<file path="src/rtl/alu_sequencer.sv">
// alu_sequencer: turns one ALU operation request into the cpu6502 ALU
// select/operand/function strobes (one or two passes), captures the ADD
// hold register and returns result, N, Z, carry and error on a valid/ready
// response port. Carry, N and Z are computed here because the ALU does not
// produce carry or overflow.
//
// Optional build macro: ALU_SEQUENCER_ROTATE_EN
//   defined   -> ops 9 (ROL) and 10 (ROR) are legal and use a second ORS pass
//   undefined -> ops 9 and 10 are rejected with the one-cycle error response
module alu_sequencer (
    input  logic       i_clk,
    input  logic       i_reset_n,
    // command port
    input  logic       i_cmd_valid,
    output logic       o_cmd_ready,
    input  logic [3:0] i_cmd_op,
    input  logic [7:0] i_cmd_a,
    input  logic [7:0] i_cmd_b,
    input  logic       i_cmd_c,
    // ALU drive
    output logic [7:0] o_db,
    output logic       o_db_add,
    output logic       o_db_n_add,
    output logic       o_0_add,
    output logic [7:0] o_sb,
    output logic       o_sb_add,
    output logic       o_sums,
    output logic       o_ands,
    output logic       o_eors,
    output logic       o_ors,
    output logic       o_srs,
    output logic       o_1_addc,
    input  logic [7:0] i_add,
    // response port
    output logic       o_rsp_valid,
    input  logic       i_rsp_ready,
    output logic [7:0] o_rsp_data,
    output logic       o_rsp_n,
    output logic       o_rsp_z,
    output logic       o_rsp_c,
    output logic       o_rsp_err
);

    localparam logic [3:0] OP_ADD = 4'd0;
    localparam logic [3:0] OP_SUB = 4'd1;
    localparam logic [3:0] OP_AND = 4'd2;
    localparam logic [3:0] OP_OR  = 4'd3;
    localparam logic [3:0] OP_EOR = 4'd4;
    localparam logic [3:0] OP_ASL = 4'd5;
    localparam logic [3:0] OP_LSR = 4'd6;
    localparam logic [3:0] OP_INC = 4'd7;
    localparam logic [3:0] OP_DEC = 4'd8;
    localparam logic [3:0] OP_ROL = 4'd9;
    localparam logic [3:0] OP_ROR = 4'd10;

    typedef enum logic [2:0] {
        IDLE    = 3'd0,
        PASS1   = 3'd1,
        PASS2   = 3'd2,
        CAPTURE = 3'd3,
        RESP    = 3'd4
    } state_t;

    state_t     state_q;
    state_t     state_d;
    logic       accept;
    logic [3:0] op_q;
    logic [7:0] a_q;
    logic [7:0] b_q;
    logic       cin_q;
    logic [7:0] result_q;
    logic       n_q;
    logic       z_q;
    logic       cout_q;
    logic       err_q;

    function automatic logic op_legal(input logic [3:0] op);
`ifdef ALU_SEQUENCER_ROTATE_EN
        return (op <= OP_ROR);
`else
        return (op <= OP_DEC);
`endif
    endfunction

    // Carry-in only adds a second pass for ADD/SUB (+1) and the rotates (OR in the bit).
    function automatic logic needs_pass2(input logic [3:0] op, input logic c);
        logic two;
        two = (op == OP_ADD) || (op == OP_SUB);
`ifdef ALU_SEQUENCER_ROTATE_EN
        two = two || (op == OP_ROL) || (op == OP_ROR);
`endif
        return two & c;
    endfunction

    // The ALU never reports carry, so it is worked out from the operands here.
    function automatic logic carry_out(input logic [3:0] op, input logic [7:0] a,
                                       input logic [7:0] b, input logic c);
        logic [8:0] sum;
        logic       co;
        sum = 9'd0;
        co  = c;
        case (op)
            OP_ADD: begin
                sum = {1'b0, a} + {1'b0, b} + {8'd0, c};
                co  = sum[8];
            end
            OP_SUB: begin
                sum = {1'b0, a} + {1'b0, ~b} + {8'd0, c};
                co  = sum[8];
            end
            OP_ASL, OP_ROL: co = a[7];
            OP_LSR, OP_ROR: co = a[0];
            default:        co = c;
        endcase
        return co;
    endfunction

    assign accept      = i_cmd_valid & o_cmd_ready;
    assign o_cmd_ready = (state_q == IDLE);
    assign o_rsp_valid = (state_q == RESP);
    assign o_0_add     = 1'b0;
    assign o_1_addc    = 1'b0;
    assign o_rsp_data  = result_q;
    assign o_rsp_n     = n_q;
    assign o_rsp_z     = z_q;
    assign o_rsp_c     = cout_q;
    assign o_rsp_err   = err_q;

    // State register.
    always_ff @(posedge i_clk or negedge i_reset_n) begin
        if (!i_reset_n) state_q <= IDLE;
        else            state_q <= state_d;
    end

    // Latch the command on accept and capture the ALU result with its flags.
    always_ff @(posedge i_clk or negedge i_reset_n) begin
        if (!i_reset_n) begin
            op_q     <= 4'd0;
            a_q      <= 8'd0;
            b_q      <= 8'd0;
            cin_q    <= 1'b0;
            result_q <= 8'd0;
            n_q      <= 1'b0;
            z_q      <= 1'b0;
            cout_q   <= 1'b0;
            err_q    <= 1'b0;
        end else begin
            if (accept) begin
                op_q  <= i_cmd_op;
                a_q   <= i_cmd_a;
                b_q   <= i_cmd_b;
                cin_q <= i_cmd_c;
                if (op_legal(i_cmd_op)) begin
                    err_q  <= 1'b0;
                    cout_q <= carry_out(i_cmd_op, i_cmd_a, i_cmd_b, i_cmd_c);
                end else begin
                    err_q    <= 1'b1;
                    cout_q   <= 1'b0;
                    result_q <= 8'd0;
                    n_q      <= 1'b0;
                    z_q      <= 1'b0;
                end
            end
            if (state_q == CAPTURE) begin
                result_q <= i_add;
                n_q      <= i_add[7];
                z_q      <= (i_add == 8'd0);
            end
        end
    end

    // Next state and ALU drive; everything idles at zero outside the passes.
    always_comb begin
        state_d    = state_q;
        o_db       = 8'd0;
        o_db_add   = 1'b0;
        o_db_n_add = 1'b0;
        o_sb       = 8'd0;
        o_sb_add   = 1'b0;
        o_sums     = 1'b0;
        o_ands     = 1'b0;
        o_eors     = 1'b0;
        o_ors      = 1'b0;
        o_srs      = 1'b0;
        case (state_q)
            IDLE: begin
                if (accept) state_d = op_legal(i_cmd_op) ? PASS1 : RESP;
            end
            PASS1: begin
                state_d  = needs_pass2(op_q, cin_q) ? PASS2 : CAPTURE;
                o_sb     = a_q;
                o_sb_add = 1'b1;
                case (op_q)
                    OP_ADD: begin o_db = b_q;   o_db_add   = 1'b1; o_sums = 1'b1; end
                    OP_SUB: begin o_db = b_q;   o_db_n_add = 1'b1; o_sums = 1'b1; end
                    OP_AND: begin o_db = b_q;   o_db_add   = 1'b1; o_ands = 1'b1; end
                    OP_OR:  begin o_db = b_q;   o_db_add   = 1'b1; o_ors  = 1'b1; end
                    OP_EOR: begin o_db = b_q;   o_db_add   = 1'b1; o_eors = 1'b1; end
                    OP_ASL: begin o_db = a_q;   o_db_add   = 1'b1; o_sums = 1'b1; end
                    OP_LSR: begin o_db = a_q;   o_db_add   = 1'b1; o_srs  = 1'b1; end
                    OP_INC: begin o_db = 8'h01; o_db_add   = 1'b1; o_sums = 1'b1; end
                    OP_DEC: begin o_db = 8'hFF; o_db_add   = 1'b1; o_sums = 1'b1; end
`ifdef ALU_SEQUENCER_ROTATE_EN
                    OP_ROL: begin o_db = a_q;   o_db_add   = 1'b1; o_sums = 1'b1; end
                    OP_ROR: begin o_db = a_q;   o_db_add   = 1'b1; o_srs  = 1'b1; end
`endif
                    default: ;
                endcase
            end
            PASS2: begin
                // Second pass feeds the first-pass result back on SB.
                state_d  = CAPTURE;
                o_sb     = i_add;
                o_sb_add = 1'b1;
                case (op_q)
                    OP_ADD, OP_SUB: begin o_db = 8'h01; o_db_add = 1'b1; o_sums = 1'b1; end
`ifdef ALU_SEQUENCER_ROTATE_EN
                    OP_ROL: begin o_db = 8'h01; o_db_add = 1'b1; o_ors = 1'b1; end
                    OP_ROR: begin o_db = 8'h80; o_db_add = 1'b1; o_ors = 1'b1; end
`endif
                    default: ;
                endcase
            end
            CAPTURE: state_d = RESP;
            RESP: begin
                if (i_rsp_ready) state_d = IDLE;
            end
            default: state_d = IDLE;
        endcase
    end

endmodule

</file>
<file path="config.mk">
export PLATFORM = sky130hd
export DESIGN_NAME = alu_sequencer
export DESIGN_NICKNAME = d
export VERILOG_FILES = /design/src/rtl/alu_sequencer.sv
export SDC_FILE = /design/constraint.sdc
export NUM_CORES = 1
export LEC_CHECK = 0
export CAP_MARGIN = 25
export CORE_ASPECT_RATIO = 0.6
export CORE_MARGIN = 4
export CORE_UTILIZATION = 47
export CTS_CLUSTER_DIAMETER = 200
export DETAILED_ROUTE_END_ITERATION = 10
export GPL_TIMING_DRIVEN = 0
export PLACE_DENSITY = 0.81
export REMOVE_ABC_BUFFERS = 1
export SYNTH_ARGS = -nofsm -noshare
export SYNTH_HDL_FRONTEND = slang
export SYNTH_SLANG_ARGS = --single-unit
export TNS_END_PERCENT = 1
</file>
<file path="constraint.sdc">
create_clock -name i_clk -period 2.1 [get_ports i_clk]
set_input_delay 0.21 -clock i_clk [delete_from_list [all_inputs] [get_ports i_clk]]
set_output_delay 0.21 -clock i_clk [all_outputs]
set_load 0.05 [all_outputs]
</file>
# == Yosys cells after proc, flatten, opt, wreduce, memory -nomap -nowiden ==
# Index checks and enable logic that the tools add are counted.
# totals
inputBits,33
register_bits,36
word_cells,89
output_inout_bits,40
# op_classes
eq_ne,20
n_addsub,4
reduce_logical,16
order_cmp,1
bitwise_logic,3
mux,35
# op_table
op,n
8-bit one-hot mux with 2 select lines,2
8-bit one-hot mux with 4 select lines,1
"4-bit by 3-bit equality test with 1-bit output, second input constant",6
8-bit two-way mux,3
1-bit two-way mux,22
8-bit by 8-bit adder with 9-bit output,2
9-bit by 1-bit adder with 9-bit output,2
3-bit one-hot mux with 5 select lines,1
"4-bit equality test, second input constant",3
2-bit OR reduction,5
5-bit OR reduction,2
3-bit two-way mux,3
"4-bit by 1-bit equality test with 1-bit output, second input constant",2
"4-bit by 2-bit equality test with 1-bit output, second input constant",2
4-bit logical NOT,2
8-bit logical NOT,1
8-bit NOT,1
8-bit OR reduction,1
"3-bit by 2-bit equality test with 1-bit output, second input constant",2
"4-bit less-or-equal comparator, second input constant",1
"2-bit by 1-bit inequality test with 1-bit output, second input constant",2
1-bit one-hot mux with 2 select lines,2
1-bit one-hot mux with 4 select lines,1
2-bit AND reduction,2
other kinds (7),8

# == Longest topological paths before layout ==
# Gate-level depths: netlist (run 1).
# depth
ltp_word,5
ltp_mapped,7
depth_no_buf,7

# == Worst setup path before layout (run 1) ==
# OpenSTA, ideal clock, no wires.
# synth_path
path_type,register to output
from,register state_q[2]
to,output port o_db_n_add
t_arrival_ns,2.294
t_required_ns,1.890
path_stages_with_launch,5
setup_slack_ns,-0.404
cell_sequence,dfrtp_1 buf_2 nor3b_1 nand2_1 nor4_1
# synth_via
elab_chain_len,2
# synth_lines
item,line,source
from (decl),64,state_t state_q;
from (signal assigned),132,else state_q <= state_d;
3-bit by 1-bit equality test with 1-bit output,185,case (state_q)
1-bit two-way mux,185,
to (decl),23,"output logic o_db_n_add,"
# Every way passes these cells.

# == Worst setup path in the final report (run 1) ==
# layout_path
from,register state_q[2]
to,output port o_sums
# layout_via
elab_chain_len,2
elab_cells_between_ends,3
cone_classes,2 x eq/ne; 1 x mux
# layout_lines
item,line,source
3-bit by 2-bit equality test with 1-bit output / 3-bit by 1-bit equality test with 1-bit output (equally long branches),185,
1-bit one-hot mux with 2 select lines (*),185,
to (decl),27,"output logic o_sums,"
# Every way passes the cells marked *; elsewhere a longest branch is shown, timed or not.

==> results.md, run 1 <==
- CP Launch Point: state_q[2]
- Crit path DAT: around 1.9 ns
- # DRC: 0
- Status: complete, but fails checks
- Final setup viols: 2
- First-pass GRT wire length: 9.67 mm
- EDFF count, synth: 0
- Die H: 61.8 microns
- Num rows: 19
- Clk sink count: 35
- DR vias/cell: about 5.7
- Yosys reg bits: 35
- Layout cell share with drive strength beyond 1: 0.170
- Hold Crit Class: primary input to asynchronous set/reset pin
- Routed via count: 2205
- Proportion of synthesized area in mux cells: 0
- Post-synthesis compound-gate area fraction: 0.234
- Number of port buffers: 70
- Clk_lat worst skew: roughly 0.28 ns
- VDD IR-drop max: 0.943 mV
- Vias in the first global route: roughly 2100
- N_diodes: 0
- Slew Viols, Final: 0
- Failing checks: negative setup slack
- # hold bufs at CTS: 0
- Initial antenna violation count: 0
- Synth Area in Simple Gates: 0.198
- Yosys cell types: 50
- Period utilization: 1.01
- Gr ovfl total: 0
- Startpoint types: register
- Starting DRC count in detailed routing: 193
- CTS Buf Count: 5
- Hpwl dp: approximately 4.6 mm
- Initial core utilization: 0.492
- R2R Path End: o_rsp_c
- Setup ws final: -0.0261 ns
- Synth Instances: 264
- Final hold violation count: 0
- Slew HR: 0.472
- P&R area growth vs syn: 33.2%
- Die X: around 100 microns
- Nets: 371
- MaxCap Viol Count: 0
- Worst Skew: roughly 0.0014 ns
- Htree depth: 2
- Crit. End Element: output port
- Post-synthesis xor/xnor area fraction: 0.00772
- Cell Area, Placed: 2930 sq um
- Power Dens Cells: 1570 nW/um^2
- Filler instances: 386
- Root Buffer: clkbuf_8
- Max Fanout on Critical Path: 8
- WL per Instance: 16.0 microns
- Synthesized area: 2270 sq um
- Worst endpoint required time: 1.89 ns
- Core Box Area: 4610 sq um
- Avg Cell Area, Syn: 8.60 sq um
- RePlAce Congestion: 0.836
- Antenna-violating nets left: 0
- Post-Layout Inst Area: 3020 sq um
- P_leak: 1.44 nW
- FF-to-FF setup slack: about 0.13 ns
- Adder and majority gate portion of the synthesized area: 0.0926
- Drt total wl: between 6 and 7 mm
- Fin util: 0.656
- Worst r2r path cells: 5
- FMAX: around 470 MHz
- CTS tree: done
- Register area share after synthesis: 0.386
- Largest net degree at the start of global routing: 36
- Critical R2R Launch: state_q[2]
- Critical path class: register to output port
- First-pass iteration count of the detailed router: 4
- Asr flop ratio synth: 1.00
- Top FF cell, synth: dfrtp_1
- Die area: 6040 sq um
- Clock buffer depth: 2
- All-layer global routing usage: 0.200
- Clk slew on worst S/H paths: about 0.070 ns
- Fin crit period: 2.13 ns
- Synth Warn #: 0
- Hold WS: 0.0114 ns
- Slew @ Worst Pin: 0.792 ns
- IO Count: 73
- RSZ-0062 raised after global routing: true
- Largest family of logic cells by synthesized area: compound AO/OA/AOI/OAI gates
==> timing repair <==
action,4_1_cts,5_1_grt
resized for setup,83,51
setup buffers,0,0
pin swaps,2,1
setup endpoints to repair,34,35
==> worst max-delay path by stage <==
stage	slack, ns	cells past startpoint	end
2_1_floorplan	-0.94	3	o_db_n_add
3_3_place_gp	-1.20	4	o_db[5]
3_5_place_dp	-0.48	5	o_db[0]
4_1_cts	-0.21	5	o_db_add
5_1_grt	-0.11	5	o_sums
6_report	-0.03	5	o_sums
==> registers in the layout (all words and copies together), names as in the netlist <==
| name | cells |
|---|---|
| a_q | 8 |
| b_q | 8 |
| o_rsp_err | 1 |
| op_q | 4 |
| o_rsp_c | 1 |
| o_rsp_data | 8 |
| state_q | 3 |
| o_rsp_z | 1 |
| cin_q | 1 |
==> final cells by class <==
| type | instances | area [sq um] | share of cell area |
|---|---|---|---|
| inverter | 15 | 56.3 | 0.0186 |
| multi-input combinational | 194 | 1270 | 0.420 |
| tap | 63 | 78.8 | 0.0261 |
| sequential | 35 | 885 | 0.293 |
| timing repair buffer | 71 | 634 | 0.210 |
| clock buffer | 8 | 100 | 0.0331 |
==> cells in the final DEF, fill, tap and decap left out, types with 3 or more instances in the layout <==
cell / count
clkdlybuf4s50_1: 43
a22oi_1: 8
dfrtp_2: 7
o31ai_1: 4
buf_4: 4
nor2_1: 10
a21oi_1: 12
a22o_1: 16
inv_1: 15
a21oi_2: 3
o21ai_0: 14
dfrtp_1: 28
buf_6: 3
a21o_1: 3
nor4_1: 6
ha_1: 16
clkbuf_4: 4
clkbuf_8: 7
nand2_1: 58
clkbuf_2: 11
==> synth_stat cells, drive strengths merged (2+ instances only) <==
cell	instances	area, sq um
nand2	60	225
dfrtp	35	876
buf	17	110
a21oi	16	83.8
a22o	16	140
ha	16	200
o21ai	16	83.8
inv	15	56.3
nor2	12	47.6
a22oi	8	60.1
nor4	6	37.5
clkbuf	4	15.0
o31ai	4	30.0
a21o	3	22.5
nor3	3	20.0
a211oi	2	15.0
a2bb2oi	2	17.5
a32o	2	21.3
nand2b	2	12.5
nor3b	2	20.0
o22ai	2	12.5
or2	2	12.5
or3	2	17.5
xnor2	2	17.5
==> power breakdown <==
| group | internal, mW | leakage, nW | switching, mW |
|---|---|---|---|
| sequential | 0.987 | 0.432 | 0.336 |
| combinational | 0.956 | 0.958 | 1.92 |
| clock | 0.299 | 0.0515 | 0.236 |
| total | 2.24 | 1.44 | 2.49 |
==> kinds of logic after synthesis <==
| kind of cell | count (synthesis) |
|---|---|
| flip-flops | 35 |
| other | 1 |
| adder cells (fa/ha/maj) | 17 |
| buffers and inverters | 36 |
| AO/OA/AOI/OAI | 76 |
| AND/OR/NAND/NOR | 97 |
| XOR/XNOR | 2 |
==> metrics by stage <==
step	std cells	setup WS (ns)	power (mW)	TNS (ns)
finish	386	-0.0261	4.73	-0.0345
global route	386	-0.111	5.02	-0.394
CTS	386	-0.211	4.66	-1.86
detailed placement	378	-0.478	4.14	-6.78
global placement	377	-1.20	4.09	-18.59
floorplan	244	-0.941	3.19	-9.64
==> routing by layer <==
layer / vias up / track usage / share of wire
li1: 1037 / - / -
met1: 1071 / 0.276 / 0.47
met2: 93 / 0.323 / 0.45
met3: 4 / 0.0591 / 0.076
met4: 0 / 0.0375 / 0.0034
met5: - / 0 / 0
==> worst max-delay path: stages (launching register included) <==
cell,delay (ns)
dfrtp_2,0.49
or3b_1,0.49
o21ai_1,0.15
o21ai_0,0.09
o22ai_1,0.16
clkbuf_4,0.26
(Power assumes the default switching activity.)
==> run 2, diff against run 1 <==
--- a/config.mk
+++ b/config.mk
@@ -8,11 +8,11 @@
 export CAP_MARGIN = 25
 export CORE_ASPECT_RATIO = 0.6
 export CORE_MARGIN = 4
-export CORE_UTILIZATION = 47
+export CORE_UTILIZATION = 48
+export CTS_BUF_LIST = sky130_fd_sc_hd__clkbuf_8
 export CTS_CLUSTER_DIAMETER = 200
 export DETAILED_ROUTE_END_ITERATION = 10
-export GPL_TIMING_DRIVEN = 0
-export PLACE_DENSITY = 0.81
+export PLACE_DENSITY = 0.83
 export REMOVE_ABC_BUFFERS = 1
 export SYNTH_ARGS = -nofsm -noshare
 export SYNTH_HDL_FRONTEND = slang
==> results.md, run 2 (synthesized netlist as in run 1, its figures left out) <==
- RePlAce Congestion: 0.918 (+9.9%)
- Initial core utilization: 0.497 (+0.00513)
- Crit. End Element: output port
- Period utilization: 0.995 (-0.0170)
- # DRC: 0 (unchanged)
- Hold WS: 0.344 ns (+0.333 ns)
- FMAX: 478 MHz (+1.7%)
- Hold Crit Class: primary input to asynchronous set/reset pin
- WL per Instance: 16.7 microns (+4.4%)
- Die X: 96.8 microns (-0.96%)
- Die H: 61.3 microns (-0.91%)
- Filler instances: 334 (-13%)
- Final setup viols: 0 (-2)
- Antenna-violating nets left: 0 (unchanged)
- Setup ws final: 0.00963 ns (+0.0357 ns)
- Root Buffer: clkbuf_8
- Layout cell share with drive strength beyond 1: 0.216 (+0.0453)
- Critical path class: register to output port
- MaxCap Viol Count: 0 (unchanged)
- All-layer global routing usage: 0.226 (+0.0260)
- Hpwl dp: 5.00 mm (+8.8%)
- CTS tree: done
- Fin crit period: 2.09 ns (-0.0357 ns)
- Worst r2r path cells: 5 (unchanged)
- Largest net degree at the start of global routing: 36 (unchanged)
- Startpoint types: register
- Worst Skew: 0.00525 ns (+0.00382 ns)
- Routed via count: 2279 (+3.4%)
- Clk sink count: 35 (unchanged)
- Slew HR: 0.592 (+0.120)
- CP Launch Point: op_q[0]
- VDD IR-drop max: 1.23 mV (+30%)
- P&R area growth vs syn: 50.0%
- Critical R2R Launch: state_q[2]
- RSZ-0062 raised after global routing: true
- Slew Viols, Final: 0 (unchanged)
- DR vias/cell: 5.74 (+0.49%)
- First-pass GRT wire length: 10.6 mm (+9.6%)
- Crit path DAT: 1.88 ns (-0.04 ns)
- First-pass iteration count of the detailed router: 4 (unchanged)
- Most common cell after layout, fill and taps aside: nand2_1
- Number of port buffers: 70 (unchanged)
- N_diodes: 0 (unchanged)
- Max Fanout on Critical Path: 8 (unchanged)
- Htree depth: 2 (unchanged)
- Dpl cells: 389 (+2.9%)
- Starting DRC count in detailed routing: 144 (-25%)
- Gr ovfl total: 0 (unchanged)
- Place WS: 0.0948 ns (+0.573 ns)
- CTS Buf Count: 5 (unchanged)
- Status: finished, final reports clean
- Core Box Area: 4560 sq um (-1.0%)
- Vias in the first global route: 2146 (+1.9%)
- Die area: 5930 sq um (-1.9%)
- Final hold violation count: 0 (unchanged)
- Slew @ Worst Pin: 0.609 ns (-0.183 ns)
- Initial antenna violation count: 0 (unchanged)
- Clk slew on worst S/H paths: 0.06 ns (about the same)
- Power Dens Cells: 1570 nW/um^2 (+0.41%)
- Most frequent cells in the layout: 59 x nand2_1, 44 x clkdlybuf4s50_1, 30 x dfrtp_1, 24 x buf_12
- Clk_lat worst skew: 0.29 ns (about the same)
- P_leak: 1.55 nW (+7.6%)
- Num rows: 19 (unchanged)
- Drt total wl: 6.64 mm (+7.4%)
- Worst endpoint required time: 1.89 ns (about the same)
- Non-Filler Instances: 397 (+2.8%)
- IO Count: 73 (unchanged)
- Nets: 384 (+3.5%)
- Clock buffer depth: 2 (unchanged)
## run 2: worst max-delay path: stages (launching register included)
cell and delay (ns):
dfrtp_2 0.45, or3_4 0.40, or2_4 0.32, o21ai_2 0.07
a32o_2 0.21, buf_12 0.14
## run 2: area by class of cell
type | instances | area, sq um | area share
clock buffer | 5 | 68.8 | 0.0202
clock inverter | 1 | 3.75 | 0.00110
inverter | 15 | 56.3 | 0.0165
multi-input combinational | 194 | 1270 | 0.374
sequential | 35 | 882 | 0.259
tap | 63 | 78.8 | 0.0232
timing repair buffer | 84 | 1040 | 0.306
## run 2: report_power, final
group	switching, mW	total, mW	internal [mW]
sequential	0.285	1.27	0.984
clock	0.231	0.447	0.216
combinational	2.13	3.64	1.50
total	2.65	5.35	2.70
## run 2: path summary, 6_finish.rpt
| kind | endpoint | slack (ns) |
|---|---|---|
| setup / recovery | o_db[0] | 0.01 |
| max in group asynchronous | op_q[1] | 1.42 |
| hold / removal | a_q[0] | 0.34 |
| hold reg to reg | o_rsp_err | 0.49 |
| min in group i_clk | state_q[2] | 0.48 |
| setup reg to reg | o_rsp_c | 0.43 |
## run 2: what timing repair did
action                                  4_1_cts  5_1_grt
hold buffers                                  0        0
setup buffers                                 2        0
endpoints found under the setup margin        9       17
gates resized for setup                      16        5
pin swaps                                     5        3
## run 2: per-layer routing
layer,track usage,share of wire,vias up
li1,-,-,1061
met1,0.311,0.46,1091
met2,0.367,0.45,118
met3,0.0701,0.076,9
met4,0.0340,0.0063,0
met5,0,0,-
## run 2: through the flow
step	area, sq um	total power, mW	TNS (ns)	utilization
after floorplan	2150	3.19	-9.64	-
after global placement	3250	4.63	0	0.713
after detailed placement	3250	4.71	0	0.713
after CTS	3390	5.30	0	0.744
after global routing	3400	5.62	-0.0765	0.746
final	3400	5.35	0	0.746
==> run 3, diff against run 2 <==
--- a/config.mk
+++ b/config.mk
@@ -11,10 +11,11 @@
 export CORE_UTILIZATION = 48
 export CTS_BUF_LIST = sky130_fd_sc_hd__clkbuf_8
 export CTS_CLUSTER_DIAMETER = 200
+export CTS_CLUSTER_SIZE = 12
 export DETAILED_ROUTE_END_ITERATION = 10
 export PLACE_DENSITY = 0.83
 export REMOVE_ABC_BUFFERS = 1
+export SKIP_LAST_GASP = 1
 export SYNTH_ARGS = -nofsm -noshare
 export SYNTH_HDL_FRONTEND = slang
 export SYNTH_SLANG_ARGS = --single-unit
-export TNS_END_PERCENT = 1
==> results.md, run 3 (synthesized netlist as in run 1, its figures left out) <==
- Status: finished, final reports clean
- Nets: 385 (+0.26%)
- # DRC: 0 (unchanged)
- First-pass GRT wire length: 10.6 mm (unchanged)
- Place WS: 0.0948 ns (unchanged)
- Startpoint types: register
- Crit-path cells: or3_4 > or2_4 > o21ai_2 > a32o_2 > buf_12
- Vias in the first global route: 2146 (unchanged)
- Delay-heaviest family, CP: simple AND/OR/NAND/NOR gates
- Fin crit period: 2.08 ns (-0.00989 ns)
- Cell Area, Placed: 3250 sq um (unchanged)
- Htree depth: 2 (unchanged)
- Final hold violation count: 0 (unchanged)
- Dpl cells: 389 (unchanged)
- DR vias/cell: 5.75 (+0.14%)
- Gate power share: 0.681 (+0.002)
- CTS tree: done
- Routed via count: 2288 (+0.39%)
- Clock buffer depth: 2 (unchanged)
- Die X: 96.8 microns (unchanged)
- Number of port buffers: 70 (unchanged)
- RePlAce Congestion: 0.918 (unchanged)
- N_diodes: 0 (unchanged)
- Critical path class: register to output port
- Seq. cell area: 882 sq um (unchanged)
- Gr ovfl total: 0 (unchanged)
- Most common cell after layout, fill and taps aside: nand2_1
- Largest net degree at the start of global routing: 36 (unchanged)
- CTS Buf Count: 5 (unchanged)
- Sequential cell fraction of total power: 0.236 (about the same)
- Power Dens Cells: 1570 nW/um^2 (about the same)
- Worst endpoint required time: 1.89 ns (about the same)
- Switching share of power: 0.494 (-0.000613)
- Layout cell share with drive strength beyond 1: 0.218 (+0.00234)
- All-layer global routing usage: 0.226 (unchanged)
- Hold Crit Class: primary input to asynchronous set/reset pin
- Slew @ Worst Pin: 0.605 ns (-0.00367 ns)
- Slew Viols, Final: 0 (unchanged)
- P&R area growth vs syn: 50.3%
- Setup ws final: 0.0195 ns (+0.00989 ns)
- Post-Layout Inst Area: 3410 sq um (+0.22%)
- Filler instances: 332 (-0.60%)
- Crit. End Element: output port
- Clock Power Share: 0.083 (about the same)
- WL per Instance: 16.8 microns (+0.27%)
- Num rows: 19 (unchanged)
- Period utilization: 0.991 (-0.00471)
- First-pass iteration count of the detailed router: 4 (unchanged)
- Most frequent cells in the layout: 59 x nand2_1, 44 x clkdlybuf4s50_1, 30 x dfrtp_1, 24 x buf_12, 17 x buf_4
- Slowest cell on crit path: dfrtp_2
- IO Count: 73 (unchanged)
- # hold bufs at CTS: 0 (unchanged)
- Die area: 5930 sq um (unchanged)
- Non-Filler Instances: 398 (+0.25%)
- Drt total wl: 6.68 mm (+0.53%)
- Hpwl dp: 5.00 mm (unchanged)
- Antenna-violating nets left: 0 (unchanged)
- MaxCap Viol Count: 0 (unchanged)
- Root Buffer: clkbuf_8
- Die H: 61.3 microns (unchanged)
- Slowest stage delay, CP: 0.45 ns (about the same)
- Design internal power: 2.71 mW (+0.36%)
- Clk sink count: 35 (unchanged)
- Hold WS: 0.346 ns (+0.00181 ns)
- Worst Skew: 0.00422 ns (-0.00103 ns)
- Initial core utilization: 0.497 (unchanged)
- Slew HR: 0.595 (+0.00246)
- FMAX: 481 MHz (+0.48%)
- VDD IR-drop max: 1.23 mV (about the same)
- P_leak: 1.56 nW (+0.29%)
- Initial antenna violation count: 0 (unchanged)
- Multi-input gate area: 1270 sq um (unchanged)
- Clk_lat worst skew: 0.29 ns (about the same)
- Final setup viols: 0 (unchanged)
- RSZ-0062 raised after global routing: true
- Total power draw: 5.36 mW (+0.23%)
- Clk slew on worst S/H paths: 0.06 ns (about the same)
- Starting DRC count in detailed routing: 161 (+12%)
- Core Box Area: 4560 sq um (unchanged)
- Switching power: 2.65 mW (+0.11%)
- Max Fanout on Critical Path: 8 (unchanged)
- Crit path DAT: 1.87 ns (about the same)
- Worst Path Buf+Inv: 1 (unchanged)
-- run 3: cell count changes in the layout (fill, tap and decap cells not counted) --
cell / delta
o21ai_0: -1
buf_4: +1
o21ai_1: +1
-- run 3: area by class of cell --
class                   count  area share
well taps                  63      0.0231
multi-input cells         194       0.373
inverters                  15      0.0165
clock buffers               5      0.0202
flip-flops and latches     35       0.259
clock inverters             1     0.00110
repair buffers             85       0.307
-- run 3: path summary, 6_finish.rpt --
| path | to | startpoint | cells past startpoint | slack [ns] |
|---|---|---|---|---|
| min in group i_clk | state_q[2] | i_rsp_ready | 2 | 0.48 |
| min reg2reg | o_rsp_err | o_rsp_err | 1 | 0.49 |
| max reg2reg | o_rsp_z | state_q[2] | 5 | 0.40 |
| max | o_db[0] | op_q[0] | 5 | 0.02 |
| max in group asynchronous | op_q[1] | i_reset_n | 2 | 1.42 |
| min | a_q[0] | i_reset_n | 2 | 0.35 |
-- run 3: routing by layer --
| layer | track usage | vias to the layer above | part of all wire |
|---|---|---|---|
| li1 | - | 1064 | - |
| met1 | 0.311 | 1090 | 0.45 |
| met2 | 0.367 | 121 | 0.45 |
| met3 | 0.0701 | 13 | 0.083 |
| met4 | 0.0340 | 0 | 0.010 |
| met5 | 0 | - | 0 |
-- run 3: timing repair --
item | 4_1_cts | 5_1_grt
buffers inserted | 2 | 1
pin swaps | 5 | 4
resized for setup | 16 | 6
endpoints found under the setup margin | 9 | 17
-- run 3: worst register-to-register path, stage by stage (launching register included) --
cell and delay (ns):
dfrtp_2 0.46, buf_4 0.16, and3b_1 0.47, nor2_2 0.11, buf_4 0.19, a32o_1 0.20
-- run 3: power by group through the flow --
| stage | Sequential [mW] | Combinational, mW | Clock [mW] |
|---|---|---|---|
| floorplan | 1.53 | 1.66 | 0 |
| global placement | 1.25 | 3.38 | 0 |
| detailed placement | 1.26 | 3.46 | 0 |
| CTS | 1.25 | 3.60 | 0.449 |
| global route | 1.30 | 3.86 | 0.478 |
| finish | 1.27 | 3.65 | 0.445 |
-- run 3: metrics by stage --
step                       util  setup TNS [ns]
after floorplan               -           -9.64
after global placement    0.713               0
after detailed placement  0.713               0
after CTS                 0.744               0
after global routing      0.748         -0.0560
final                     0.748               0
